## src/rtl/rol_seq_32_if.sv

```systemverilog
// Request/result bundle for the sequential rotate unit.
// Optional dir signal exists only when ROL_BIDIR_EN is defined.
interface rol_seq_32_if;
    logic        start;
    logic [31:0] rIn;
    logic [31:0] rotB;
`ifdef ROL_BIDIR_EN
    logic        dir;
`endif
    logic [31:0] rOut;
    logic        busy;
    logic        done;

    modport master (
        output start, rIn, rotB,
`ifdef ROL_BIDIR_EN
        output dir,
`endif
        input  rOut, busy, done
    );

    modport slave (
        input  start, rIn, rotB,
`ifdef ROL_BIDIR_EN
        input  dir,
`endif
        output rOut, busy, done
    );
endinterface

```

## src/rtl/rol_seq_32.sv

```systemverilog
// Iterative 32-bit rotate, up to STEP bits per clock, done pulse on finish.
// Ports: clock, clear (async active-low), bus (slave). Macro: ROL_BIDIR_EN.
module rol_seq_32 #(
    parameter int unsigned STEP = 1
) (
    input  logic   clock,
    input  logic   clear,
    rol_seq_32_if.slave bus
);
    typedef enum logic {IDLE, RUN} state_t;

    localparam logic [5:0] STEP_W = 6'(STEP);

    state_t      state_q, state_d;
    logic [31:0] data_q, data_d;
    logic [31:0] rout_q, rout_d;
    logic [5:0]  cnt_q, cnt_d;
    logic        done_q, done_d;
    logic [5:0]  k;
    logic [31:0] rot;
`ifdef ROL_BIDIR_EN
    logic        dir_q, dir_d;
`endif

    // Step size for this cycle: never overshoot the remaining count.
    assign k = (cnt_q > STEP_W) ? STEP_W : cnt_q;

`ifdef ROL_BIDIR_EN
    assign rot = dir_q
        ? ((data_q >> k) | (data_q << (6'd32 - k)))
        : ((data_q << k) | (data_q >> (6'd32 - k)));
`else
    assign rot = (data_q << k) | (data_q >> (6'd32 - k));
`endif

    always_ff @(posedge clock or negedge clear) begin
        if (!clear) begin
            state_q <= IDLE;
        end else begin
            state_q <= state_d;
        end
    end

    always_comb begin
        state_d = state_q;
        unique case (state_q)
            IDLE: if (bus.start) state_d = RUN;
            RUN:  if (cnt_q == 6'd0) state_d = IDLE;
            default: state_d = IDLE;
        endcase
    end

    always_comb begin
        data_d = data_q;
        cnt_d  = cnt_q;
        rout_d = rout_q;
        done_d = 1'b0;
`ifdef ROL_BIDIR_EN
        dir_d  = dir_q;
`endif
        unique case (state_q)
            IDLE: begin
                if (bus.start) begin
                    data_d = bus.rIn;
                    cnt_d  = 6'(bus.rotB % 32'd32);
`ifdef ROL_BIDIR_EN
                    dir_d  = bus.dir;
`endif
                end
            end
            RUN: begin
                if (cnt_q != 6'd0) begin
                    data_d = rot;
                    cnt_d  = cnt_q - k;
                end else begin
                    rout_d = data_q;
                    done_d = 1'b1;
                end
            end
            default: ;
        endcase
    end

    always_ff @(posedge clock or negedge clear) begin
        if (!clear) begin
            data_q <= '0;
            cnt_q  <= '0;
            rout_q <= '0;
            done_q <= 1'b0;
`ifdef ROL_BIDIR_EN
            dir_q  <= 1'b0;
`endif
        end else begin
            data_q <= data_d;
            cnt_q  <= cnt_d;
            rout_q <= rout_d;
            done_q <= done_d;
`ifdef ROL_BIDIR_EN
            dir_q  <= dir_d;
`endif
        end
    end

    // busy tracks RUN exactly: set on the accepting edge, cleared with done.
    assign bus.rOut = rout_q;
    assign bus.busy = (state_q == RUN);
    assign bus.done = done_q;
endmodule

```

## src/flat_wrapper.sv

```systemverilog
// flat-port wrapper written by rule: the top's interface ports become plain ports
module rol_seq_32_flat 
#(
    parameter int unsigned STEP = 1
)
  (clock, clear, bus_start, bus_rIn, bus_rotB, bus_rOut, bus_busy, bus_done);
  rol_seq_32_if bus_i ();
  input  logic clock;
  input  logic clear;
  input wire logic [$bits(bus_i.start)-1:0] bus_start;
  input wire logic [$bits(bus_i.rIn)-1:0] bus_rIn;
  input wire logic [$bits(bus_i.rotB)-1:0] bus_rotB;
  output wire logic [$bits(bus_i.rOut)-1:0] bus_rOut;
  output wire logic [$bits(bus_i.busy)-1:0] bus_busy;
  output wire logic [$bits(bus_i.done)-1:0] bus_done;
  assign bus_i.start = bus_start;
  assign bus_i.rIn = bus_rIn;
  assign bus_i.rotB = bus_rotB;
  assign bus_rOut = bus_i.rOut;
  assign bus_busy = bus_i.busy;
  assign bus_done = bus_i.done;
  rol_seq_32 #(.STEP(STEP)) u_core (.clock(clock), .clear(clear), .bus(bus_i));
endmodule
```

## config.mk

```make
export PLATFORM = sky130hd
export DESIGN_NAME = rol_seq_32_flat
export DESIGN_NICKNAME = d
export VERILOG_FILES = /design/src/rtl/rol_seq_32_if.sv /design/src/rtl/rol_seq_32.sv /design/src/flat_wrapper.sv
export SDC_FILE = /design/constraint.sdc
export NUM_CORES = 1
export LEC_CHECK = 0
export BUFFER_PORTS_ARGS = -buffer_cell sky130_fd_sc_hd__buf_2
export CORE_MARGIN = 5
export CORE_UTILIZATION = 59
export CTS_BUF_LIST = sky130_fd_sc_hd__clkbuf_2 sky130_fd_sc_hd__clkbuf_4 sky130_fd_sc_hd__clkbuf_8
export CTS_CLUSTER_DIAMETER = 120
export DETAILED_ROUTE_END_ITERATION = 8
export PLACE_DENSITY = 0.88
export SETUP_SLACK_MARGIN = 0.4
export SYNTH_ARGS = -nofsm -noshare
export SYNTH_HDL_FRONTEND = slang
export SYNTH_SLANG_ARGS = --single-unit
```

## constraint.sdc

```tcl
create_clock -name clock -period 8.08 [get_ports clock]
set_input_delay 0.404 -clock clock [delete_from_list [all_inputs] [get_ports clock]]
set_output_delay 0.404 -clock clock [all_outputs]
set_load 0.01 [all_outputs]
```

==> results.ini, run 1 <==
[synth]
yosysUniqueCellTypes=41
netlist_instances=364
ys_async_sr_fraction_pct=100.0
synth.top_cell.area_share_pct=45.87
ys_seq_elements=72
syn_avg_cell_area_sq_um=10.79
yosys-top-cells-area=dfrtp_1 46%, mux2_2 14%, a211oi_1 4.4%
syn-num-nets=433
synth.yosys.seq_area_share_pct=45.87
yosysTopAreaCell=dfrtp_1
ys.warnings.count=0
synth_ff_type=dfrtp_1
synth-edff-count=0
netlist_area_sq_mm=0.003928

[global_routing]
antenna_found_initial=0
grt.total_usage_pct=22.83
grt_max_degree=75
overflow=0
grt_pass1_vias=3145
grt_pass1_wl_um=15440

[clocking]
clk_pin_slew_worst_paths_ps=70
htreeDepth=3
post_cts_buffers=0
cts_made_buffers=9
clockBufferDepth=2
cts_root_buffer=clkbuf_8
clock_latency_ps=350
cts_tree=yes
clkSinkCount=72
cts_hold_buffers=0
cts_resized=0

[critical_path]
worst_path_max_delay_cell=ha_1
cpPeakStageDelay_ps=610
crit_path_end_kind=register
worst_path_most_repeated_cell=inv_1
cp_cell_sequence=nor4_4 > buf_4 > nand2_2 > inv_1 > ha_1 > inv_1 > mux4_2 > a221o_1
path_class=register to register
reg2reg_depth=8
r2r_start=u_core.cnt_q[2]
setup.worst_path.start_class=register
worst_ep_required_time_ps=8310
cp_max_fo=27
worstSetupStartpoint=u_core.cnt_q[2]
r2r_slack_ps=4330
arrival_ps=3980

[sta]
rsz0062_at_grt=no
fin_ws_ps=4331
hold_violations=0
slew_violations=0
slew_headroom_pct=40.06
period_share_pct=46.40
hold_slack_ps=249.0
fmax_mhz=266.7
finalCriticalPeriod_ps=3749
tightest_slew_ps=899.1
skew_ps=8.074
setup-tns-final_ps=0
setup_viol=0

[floorplan]
die_w_um=91.59
boundaryPins=101
row_count=29
die-area_sq_mm=0.008389
core_sq_mm=0.006422
die_h_um=91.59
initial_core_util_pct=61.15

[cells_and_area]
nFillCells=479
final_core_util_pct=70.64
drive_above_1_share_pct=35.36
final_common_cell=buf_2
area_delta_synth_final_pct=15.51
antenna_cells=0
fin_nets=491
final_cell_mix=73 x buf_2, 71 x dfrtp_1, 50 x mux2_2

[route]
drtAntennaViolNets=0
first_pass_iters=5
viasPerCell=6.425
vias=3238
wirelength_um=9466
drc_errors=0
avgRoutedWirePerCell_um=18.78
drt_iter0_drc=438

[place]
pre_cts_ws_ps=4412
hpwl_um=6293
gp_congestion=0.9004
portBuffers=73

[pwr]
leakagePower_nw=1.954
clkPwrFrac_pct=17.3
peakVddDrop_uv=189.1
p_sw_share_pct=39.04
net-switching-power_mw=0.7247
pwr-share-comb_pct=43.4
internal-power_mw=1.132
power.density_mw_per_mm2=409.2
p_seq_share_pct=39.3

[outcome]
status=completed

[job]
cap_violations=0

[worst_hold_path]
worstHoldPathType=input port to async pin

[critical path: cells and delay by family (launching register included)]
family	cells	cell delay [ps]
buf+inv	3	1040
simple gates	2	640
fa+ha+maj	1	610
mux	1	520
flops	1	460
compound gates	1	350
[cell usage after synthesis, types with 3 or more instances]
library cell / number
dfrtp_1: 72
mux2_2: 50
nor2b_1: 26
clkbuf_1: 25
a21oi_1: 24
a211oi_1: 23
mux2i_1: 16
nor2_1: 16
o21bai_1: 14
a221oi_1: 13
o21ai_0: 12
nand2_1: 11
a221o_1: 7
a31oi_1: 6
inv_1: 5
buf_1: 4
o22ai_1: 4
a21o_1: 3
buf_2: 3
nand3_1: 3
o211ai_1: 3
[flip-flops by register name, indices dropped and copies added (netlist names)]
register / flops
u_core.bus.busy: 1
u_core.bus.done: 1
u_core.bus.rOut: 32
u_core.cnt_q: 6
u_core.data_q: 32
[power by group through the flow]
stage / logic (mW) / clock network, mW / registers [mW]
detailed placement: 0.797 / 0 / 0.726
floorplan: 0.551 / 0 / 0.708
global placement: 0.762 / 0 / 0.714
finish: 0.805 / 0.321 / 0.731
global route: 0.879 / 0.341 / 0.752
CTS: 0.804 / 0.328 / 0.721
[cell families after synthesis]
family | after synthesis | share of synthesized area [%]
AOI/OAI and AO/OA | 120 | 21.44
adders and majority gates | 2 | 0.6370
buffers and inverters | 37 | 3.632
DFF | 72 | 45.87
muxes | 68 | 19.56
other | 1 | 0.09548
and+or+nand+nor | 64 | 8.761
[per-stage QoR]
stage	power [mW]	std cells	instance area, sq um
final	1.857	504	4537
after global routing	1.972	504	4537
after CTS	1.853	504	4537
after detailed placement	1.523	488	4312
after global placement	1.476	488	4312
after floorplan	1.259	364	3928
[layout make-up]
class                   count  area, sq um  area share (%)
multi-input cells         255         1983           43.71
flip-flops and latches     72         1803           39.74
clock inverters             3        65.06           1.434
inverters                   5        18.77          0.4137
well taps                  77        96.34           2.124
repair buffers             79        410.4           9.046
clock buffers              13        160.2           3.530
[routing by layer]
metal	wire length [um]	vias up	global-route usage [%]
met3	777	24	4.050
li1	-	1488	-
met1	4006	1564	31.19
met4	250	0	12.69
met5	0	-	0
met2	4432	162	34.45
[path summary, 6_finish.rpt]
check | endpoint
setup / recovery | u_core.data_q[16]
hold / removal | u_core.bus.rOut[29]
setup reg to reg | u_core.data_q[16]
hold reg to reg | u_core.bus.rOut[29]
max in group asynchronous | u_core.bus.busy
min in group clock | u_core.cnt_q[3]
No activity file was read; power rests on OpenSTA's default activity.
==> run 2, diff against run 1 <==
--- a/config.mk
+++ b/config.mk
@@ -7,11 +7,11 @@
 export LEC_CHECK = 0
 export BUFFER_PORTS_ARGS = -buffer_cell sky130_fd_sc_hd__buf_2
 export CORE_MARGIN = 5
-export CORE_UTILIZATION = 59
+export CORE_UTILIZATION = 55
 export CTS_BUF_LIST = sky130_fd_sc_hd__clkbuf_2 sky130_fd_sc_hd__clkbuf_4 sky130_fd_sc_hd__clkbuf_8
 export CTS_CLUSTER_DIAMETER = 120
 export DETAILED_ROUTE_END_ITERATION = 8
-export PLACE_DENSITY = 0.88
+export PLACE_DENSITY = 0.82
 export SETUP_SLACK_MARGIN = 0.4
 export SYNTH_ARGS = -nofsm -noshare
 export SYNTH_HDL_FRONTEND = slang
==> constraint.sdc (replaced) <==
create_clock -name clock -period 3.77 [get_ports clock]
set_input_delay 0.1885 -clock clock [delete_from_list [all_inputs] [get_ports clock]]
set_output_delay 0.1885 -clock clock [all_outputs]
set_load 0.01 [all_outputs]
==> run 2 against run 1 <==
First-iteration DRC count fell by 21%. Critical endpoint is now u_core.data_q[1]. Clock skew up 2.3 ps. Sequential share of layout area is 0.68 points lower. Maximum frequency is 29% higher.
==> results.ini, run 2 (same netlist as run 1, synthesis figures left out) <==
[outcome]
status=completed  ; unchanged

[sta]
tightest_slew_ps=896.0  ; was 899.1 ps
slew_violations=0  ; unchanged
hold_slack_ps=51.74  ; was 249.0 ps
hold_violations=0  ; unchanged
fin_ws_ps=856.9  ; was 4331 ps
slew_headroom_pct=40.26  ; was 40.06%
fmax_mhz=343.3  ; was 266.7 MHz
setup-tns-final_ps=0  ; unchanged
setup_viol=0  ; unchanged
period_share_pct=77.27  ; was 46.40%
finalCriticalPeriod_ps=2913  ; was 3749 ps
skew_ps=10.42  ; was 8.074 ps
rsz0062_at_grt=no  ; unchanged

[clocking]
cts_resized=0  ; unchanged
clkSinkCount=72  ; unchanged
htreeDepth=3  ; unchanged
cts_made_buffers=9  ; unchanged
clock_latency_ps=360  ; was 350 ps
clk_pin_slew_worst_paths_ps=80  ; was 70 ps
cts_tree=yes  ; unchanged
post_cts_buffers=0  ; unchanged
cts_root_buffer=clkbuf_8  ; unchanged
clockBufferDepth=2  ; unchanged

[critical_path]
setup.worst_path.start_class=register  ; unchanged
r2r_slack_ps=860  ; was 4330 ps
path_class=register to register  ; unchanged
critPathBufInv=4  ; was 3
worst_path_most_repeated_cell=buf_4  ; was inv_1
cp_cell_sequence=nor2_1 > buf_4 > nand2_2 > inv_1 > buf_4 > ha_1 > buf_4 > mux2_2 > a221o_1 > mux2i_1 > a21oi_1  ; was nor4_4 > buf_4 > nand2_2 > inv_1 > ha_1 > inv_1 > mux4_2 > a221o_1
worst_path_max_delay_cell=ha_1  ; unchanged
cp.depth=11  ; was 8
worst_ep_required_time_ps=4000  ; was 8310 ps
crit_path_end_kind=register  ; unchanged
cp_max_fo=23  ; was 27
r2r_start=u_core.cnt_q[1]  ; was u_core.cnt_q[2]
reg2reg_depth=11  ; was 8
critical_path.top_delay_family=buffers and inverters  ; unchanged
arrival_ps=3140  ; was 3980 ps
worstReg2RegEnd=u_core.data_q[1]  ; was u_core.data_q[16]
cpPeakStageDelay_ps=520  ; was 610 ps

[global_routing]
grt_max_degree=42  ; was 75
grt.total_usage_pct=22.41  ; was 22.83%
grt_pass1_wl_um=15610  ; was 15,440 um
overflow=0  ; unchanged
antenna_found_initial=0  ; unchanged
grt_pass1_vias=3129  ; was 3,145

[cells_and_area]
fin_nets=496  ; was 491
area_delta_synth_final_pct=17.52  ; was 15.51%
final_cell_mix=73 x buf_2, 71 x dfrtp_1, 50 x mux2_2  ; unchanged
nFillCells=539  ; was 479
instances_no_fill=528  ; was 504
antenna_cells=0  ; unchanged
regArea_sq_mm=0.001803  ; unchanged
drive_above_1_share_pct=35.88  ; was 35.36%
multi_input_area_sq_mm=0.001983  ; unchanged
final_common_cell=buf_2  ; unchanged

[floorplan]
die_h_um=94.51  ; was 91.59 um
row_count=30  ; was 29
initial_core_util_pct=57.18  ; was 61.15%
boundaryPins=101  ; unchanged
die_w_um=94.51  ; was 91.59 um
core_sq_mm=0.006869  ; was 0.006422 sq mm
die-area_sq_mm=0.008931  ; was 0.008389 sq mm

[pwr]
p_sw_share_pct=38.85  ; was 39.04%
power.density_mw_per_mm2=867.2  ; was 409.2 mW/mm^2
p_seq_share_pct=39.9  ; was 39.3%
internal-power_mw=2.447  ; was 1.132 mW
net-switching-power_mw=1.555  ; was 0.7247 mW
peakVddDrop_uv=394.8  ; was 189.1 uV
leakagePower_nw=1.974  ; was 1.954 nW
clkPwrFrac_pct=18.0  ; was 17.3%
pwr-share-comb_pct=42.0  ; was 43.4%

[route]
vias=3255  ; was 3,238
drc_errors=0  ; unchanged
first_pass_iters=5  ; unchanged
drtAntennaViolNets=0  ; unchanged
viasPerCell=6.165  ; was 6.425
avgRoutedWirePerCell_um=18.09  ; was 18.78 um
wirelength_um=9553  ; was 9466 um
drt_iter0_drc=347  ; was 438

[place]
portBuffers=73  ; unchanged
hpwl_um=6722  ; was 6293 um
gp_congestion=0.8921  ; was 0.9004
dp_cells=511  ; was 488
pre_cts_ws_ps=893.3  ; was 4412 ps

[worst_hold_path]
hp-start=bus_rotB[3]
min_path_cells=3
worstHoldPathType=input port to register  ; was input port to async pin
holdPathEnd=u_core.cnt_q[3]

[job]
cap_violations=0  ; unchanged

[run 2: cell types whose count changed in the layout (fill, tap and decap cells not counted), sizes merged]
| cell | delta |
|---|---|
| clkinv | -1 |
| clkbuf | -1 |
| dlygate4sd3 | +1 |
| clkinvlp | +2 |
| buf | +4 |
[run 2: per-layer routing]
layer,track usage (%),vias to the layer above,share of wire (%)
met5,0,-,0
met4,7.212,0,2.2
met3,4.542,25,7.1
met2,35.82,150,48
met1,30.71,1590,43
li1,-,1490,-
[run 2: stage by stage]
stage / util, % / power, mW / area [sq um]
after floorplan: - / 2.698 / 3928
after global placement: 63.55 / 3.194 / 4365
after detailed placement: 63.55 / 3.278 / 4365
after CTS: 67.19 / 4.008 / 4616
after global routing: 67.19 / 4.276 / 4616
final: 67.19 / 4.003 / 4616
[run 2: worst max path at each step]
stage / from / endpoint / slack [ps]
detailed placement: u_core.cnt_q[1] / u_core.data_q[1] / 890
CTS: u_core.cnt_q[1] / u_core.data_q[1] / 880
global route: u_core.cnt_q[1] / u_core.data_q[4] / 730
finish: u_core.cnt_q[1] / u_core.data_q[1] / 860
global placement: u_core.cnt_q[1] / u_core.data_q[1] / 930
floorplan: u_core.cnt_q[2] / u_core.data_q[16] / 1030
[run 2: final cells by class]
cell class,count,share of cell area [%]
clock buffer,12,3.578
clock inverter,4,1.626
inverter,5,0.4066
multi-input combinational,255,42.97
sequential,72,39.06
tap,96,2.602
timing repair buffer,84,9.759
[run 2: tightest hold or removal path, stage by stage]
cell and delay [ps]:
buf_2 80, nand2_1 30, o311ai_0 70
[run 2: what timing repair did]
| item | CTS | global route |
|---|---|---|
| endpoints found under the setup margin | 0 | 0 |
| hold buffers | 1 | 0 |
| hold endpoints to repair | 40 | 0 |
[run 2: power by group through the flow]
| stage | registers [mW] | clock network, mW | logic (mW) |
|---|---|---|---|
| floorplan | 1.52 | 0 | 1.18 |
| global placement | 1.57 | 0 | 1.62 |
| detailed placement | 1.60 | 0 | 1.68 |
| CTS | 1.59 | 0.732 | 1.69 |
| global route | 1.65 | 0.770 | 1.85 |
| finish | 1.60 | 0.722 | 1.68 |
==> run 3, diff against run 2 <==
--- a/config.mk
+++ b/config.mk
@@ -7,11 +7,11 @@
 export LEC_CHECK = 0
 export BUFFER_PORTS_ARGS = -buffer_cell sky130_fd_sc_hd__buf_2
 export CORE_MARGIN = 5
-export CORE_UTILIZATION = 55
+export CORE_UTILIZATION = 50
 export CTS_BUF_LIST = sky130_fd_sc_hd__clkbuf_2 sky130_fd_sc_hd__clkbuf_4 sky130_fd_sc_hd__clkbuf_8
 export CTS_CLUSTER_DIAMETER = 120
 export DETAILED_ROUTE_END_ITERATION = 8
-export PLACE_DENSITY = 0.82
+export PLACE_DENSITY = 0.79
 export SETUP_SLACK_MARGIN = 0.4
 export SYNTH_ARGS = -nofsm -noshare
 export SYNTH_HDL_FRONTEND = slang
==> constraint.sdc (replaced) <==
create_clock -name clock -period 2.6 [get_ports clock]
set_input_delay 0.13 -clock clock [delete_from_list [all_inputs] [get_ports clock]]
set_output_delay 0.13 -clock clock [all_outputs]
set_load 0.01 [all_outputs]
==> run 3 against run 2 <==
Power grew 49%. Via count grew 1.0%. Die area grew 8.9%. Clock skew shrank 4.3 ps.
==> results.ini, run 3 (same netlist as run 1, synthesis figures left out) <==
[outcome]
status=completed  ; unchanged

[global_routing]
met3_usage_pct=2.972  ; was 4.542%
top_usage_layer=met2  ; unchanged
met1_usage_pct=27.93  ; was 30.71%
grt.total_usage_pct=20.28  ; was 22.41%
grt_pass1_vias=3292  ; was 3,129
grt_pass1_wl_um=16100  ; was 15,610 um
overflow=0  ; unchanged
grt_max_degree=41  ; was 42
antenna_found_initial=0  ; unchanged
grt_util_met2_pct=31.72  ; was 35.82%

[pwr]
clkPwrFrac_pct=17.7  ; was 18.0%
leakagePower_nw=2.052  ; was 1.974 nW
pwr-share-comb_pct=44.2  ; was 42.0%
internal-power_mw=3.655  ; was 2.447 mW
peakVddDrop_uv=594.2  ; was 394.8 uV
fin_total_pwr_mw=5.978  ; was 4.003 mW
p_sw_share_pct=38.86  ; was 38.85%
p_seq_share_pct=38.1  ; was 39.9%
net-switching-power_mw=2.323  ; was 1.555 mW
power.density_mw_per_mm2=1251  ; was 867.2 mW/mm^2

[cells_and_area]
final_cell_mix=73 x buf_2, 68 x dfrtp_1, 50 x mux2_2  ; was 73 x buf_2, 71 x dfrtp_1, 50 x mux2_2
antenna_cells=0  ; unchanged
drive_above_1_share_pct=40.55  ; was 35.88%
final_core_util_pct=62.16  ; was 67.19%
nFillCells=640  ; was 539
area_delta_synth_final_pct=21.66  ; was 17.52%
fin_nets=503  ; was 496
final_common_cell=buf_2  ; unchanged

[sta]
skew_ps=6.167  ; was 10.42 ps
tightest_slew_ps=726.3  ; was 896.0 ps
fin_ws_ps=363.7  ; was 856.9 ps
hold_violations=0  ; unchanged
fmax_mhz=447.2  ; was 343.3 MHz
slew_headroom_pct=51.58  ; was 40.26%
finalCriticalPeriod_ps=2236  ; was 2913 ps
period_share_pct=86.01  ; was 77.27%
setup-tns-final_ps=0  ; unchanged
slew_violations=0  ; unchanged
rsz0062_at_grt=yes  ; was no
setup_viol=0  ; unchanged

[worst_hold_path]
worstHoldPathType=input port to register  ; unchanged

[place]
pre_cts_ws_ps=341.3  ; was 893.3 ps
gp_congestion=0.8708  ; was 0.8921
hpwl_um=6728  ; was 6722 um
portBuffers=73  ; unchanged

[floorplan]
die-area_sq_mm=0.009728  ; was 0.008931 sq mm
die_h_um=98.63  ; was 94.51 um
initial_core_util_pct=51.09  ; was 57.18%
row_count=32  ; was 30
die_w_um=98.63  ; was 94.51 um
boundaryPins=101  ; unchanged
core_sq_mm=0.007687  ; was 0.006869 sq mm

[route]
drtAntennaViolNets=0  ; unchanged
wirelength_um=9741  ; was 9553 um
avgRoutedWirePerCell_um=18.01  ; was 18.09 um
first_pass_iters=5  ; unchanged
drc_errors=0  ; unchanged
drt_iter0_drc=416  ; was 347
viasPerCell=6.079  ; was 6.165
vias=3289  ; was 3,255

[clocking]
cts_tree=yes  ; unchanged
htreeDepth=3  ; unchanged
clock_latency_ps=350  ; was 360 ps
clk_pin_slew_worst_paths_ps=70  ; was 80 ps
cts_made_buffers=9  ; unchanged
cts_root_buffer=clkbuf_8  ; unchanged
clkSinkCount=72  ; unchanged
clockBufferDepth=2  ; unchanged

[critical_path]
worst_ep_required_time_ps=2810  ; was 4000 ps
cp_max_fo=8  ; was 23
cpPeakStageDelay_ps=450  ; was 520 ps
crit_path_end_kind=register  ; unchanged
path_class=register to register  ; unchanged
worst_path_max_delay_cell=dfrtp_2  ; was ha_1
arrival_ps=2450  ; was 3140 ps
r2r_slack_ps=360  ; was 860 ps
setup.worst_path.start_class=register  ; unchanged
cp_cell_sequence=nor4_4 > nand2_2 > inv_2 > ha_4 > buf_4 > mux2_2 > a221oi_2 > o21bai_1 > a21oi_1  ; was nor2_1 > buf_4 > nand2_2 > inv_1 > buf_4 > ha_1 > buf_4 > mux2_2 > a221o_1 > mux2i_1 > a21oi_1

[job]
cap_violations=0  ; unchanged

## run 3: changes by cell type in the layout (fill, tap and decap cells not counted), moves of 2 or more
cell,before,now
a221oi_1,13,4
a221oi_2,0,9
buf_4,10,13
clkbuf_8,12,9
dfrtp_1,71,68
dfrtp_2,1,4
buf_6,0,2
clkinv_2,0,2
inv_1,5,3
## run 3: worst paths after layout
kind | from | to | cells after the start
max | u_core.cnt_q[3] | u_core.data_q[6] | 9
min | bus_rotB[2] | u_core.cnt_q[2] | 3
max reg2reg | u_core.cnt_q[3] | u_core.data_q[6] | 9
min reg2reg | u_core.bus.rOut[13] | u_core.bus.rOut[13] | 1
max in group asynchronous | clear | u_core.bus.rOut[31] | 3
min in group asynchronous | clear | u_core.bus.rOut[28] | 3
## run 3: through the flow
step	hold slack [ps]	instances	area, sq um
2_1_floorplan	-165.6	364	3969
3_3_place_gp	196.1	517	4400
3_5_place_dp	206.4	517	4400
4_1_cts	39.13	538	4688
5_1_grt	44.32	541	4778
6_report	32.73	541	4778
## run 3: what timing repair did
item | in CTS | in global routing
buffers inserted | 3 | 3
endpoints found under the setup margin | 2 | 40
hold buffers | 2 | 0
resized for setup | 3 | 15
pin swaps | 2 | 9
endpoints found under the hold margin | 73 | 0
## run 3: power groups by stage
stage	logic, mW	registers (mW)	clock network, mW
final	2.64	2.28	1.06
after global routing	2.93	2.35	1.12
after detailed placement	2.51	2.27	0
after floorplan	1.74	2.20	0
after global placement	2.42	2.23	0
after CTS	2.56	2.24	1.08
## run 3: area by class of cell
class / count / area [sq um] / share of cell area, %
multi-input cells: 255 / 2058 / 43.07
clock buffers: 10 / 131.4 / 2.749
inverters: 5 / 21.27 / 0.4451
clock inverters: 6 / 107.6 / 2.252
well taps: 102 / 127.6 / 2.671
repair buffers: 91 / 525.5 / 11.00
flip-flops and latches: 72 / 1807 / 37.81
## run 3: worst max-delay path: cells and delay by family (launching register included)
family	cells	cell delay, ps
AOI/OAI and AO/OA	3	490
DFF	1	450
and+or+nand+nor	2	420
muxes	1	270
buffers and inverters	2	240
adders and majority gates	1	240
## run 3: per-layer routing
metal | routed length, um | share of wire (%)
met4 | 290 | 3.0
met5 | 0 | 0
met3 | 657 | 6.7
met1 | 4148 | 43
met2 | 4643 | 48
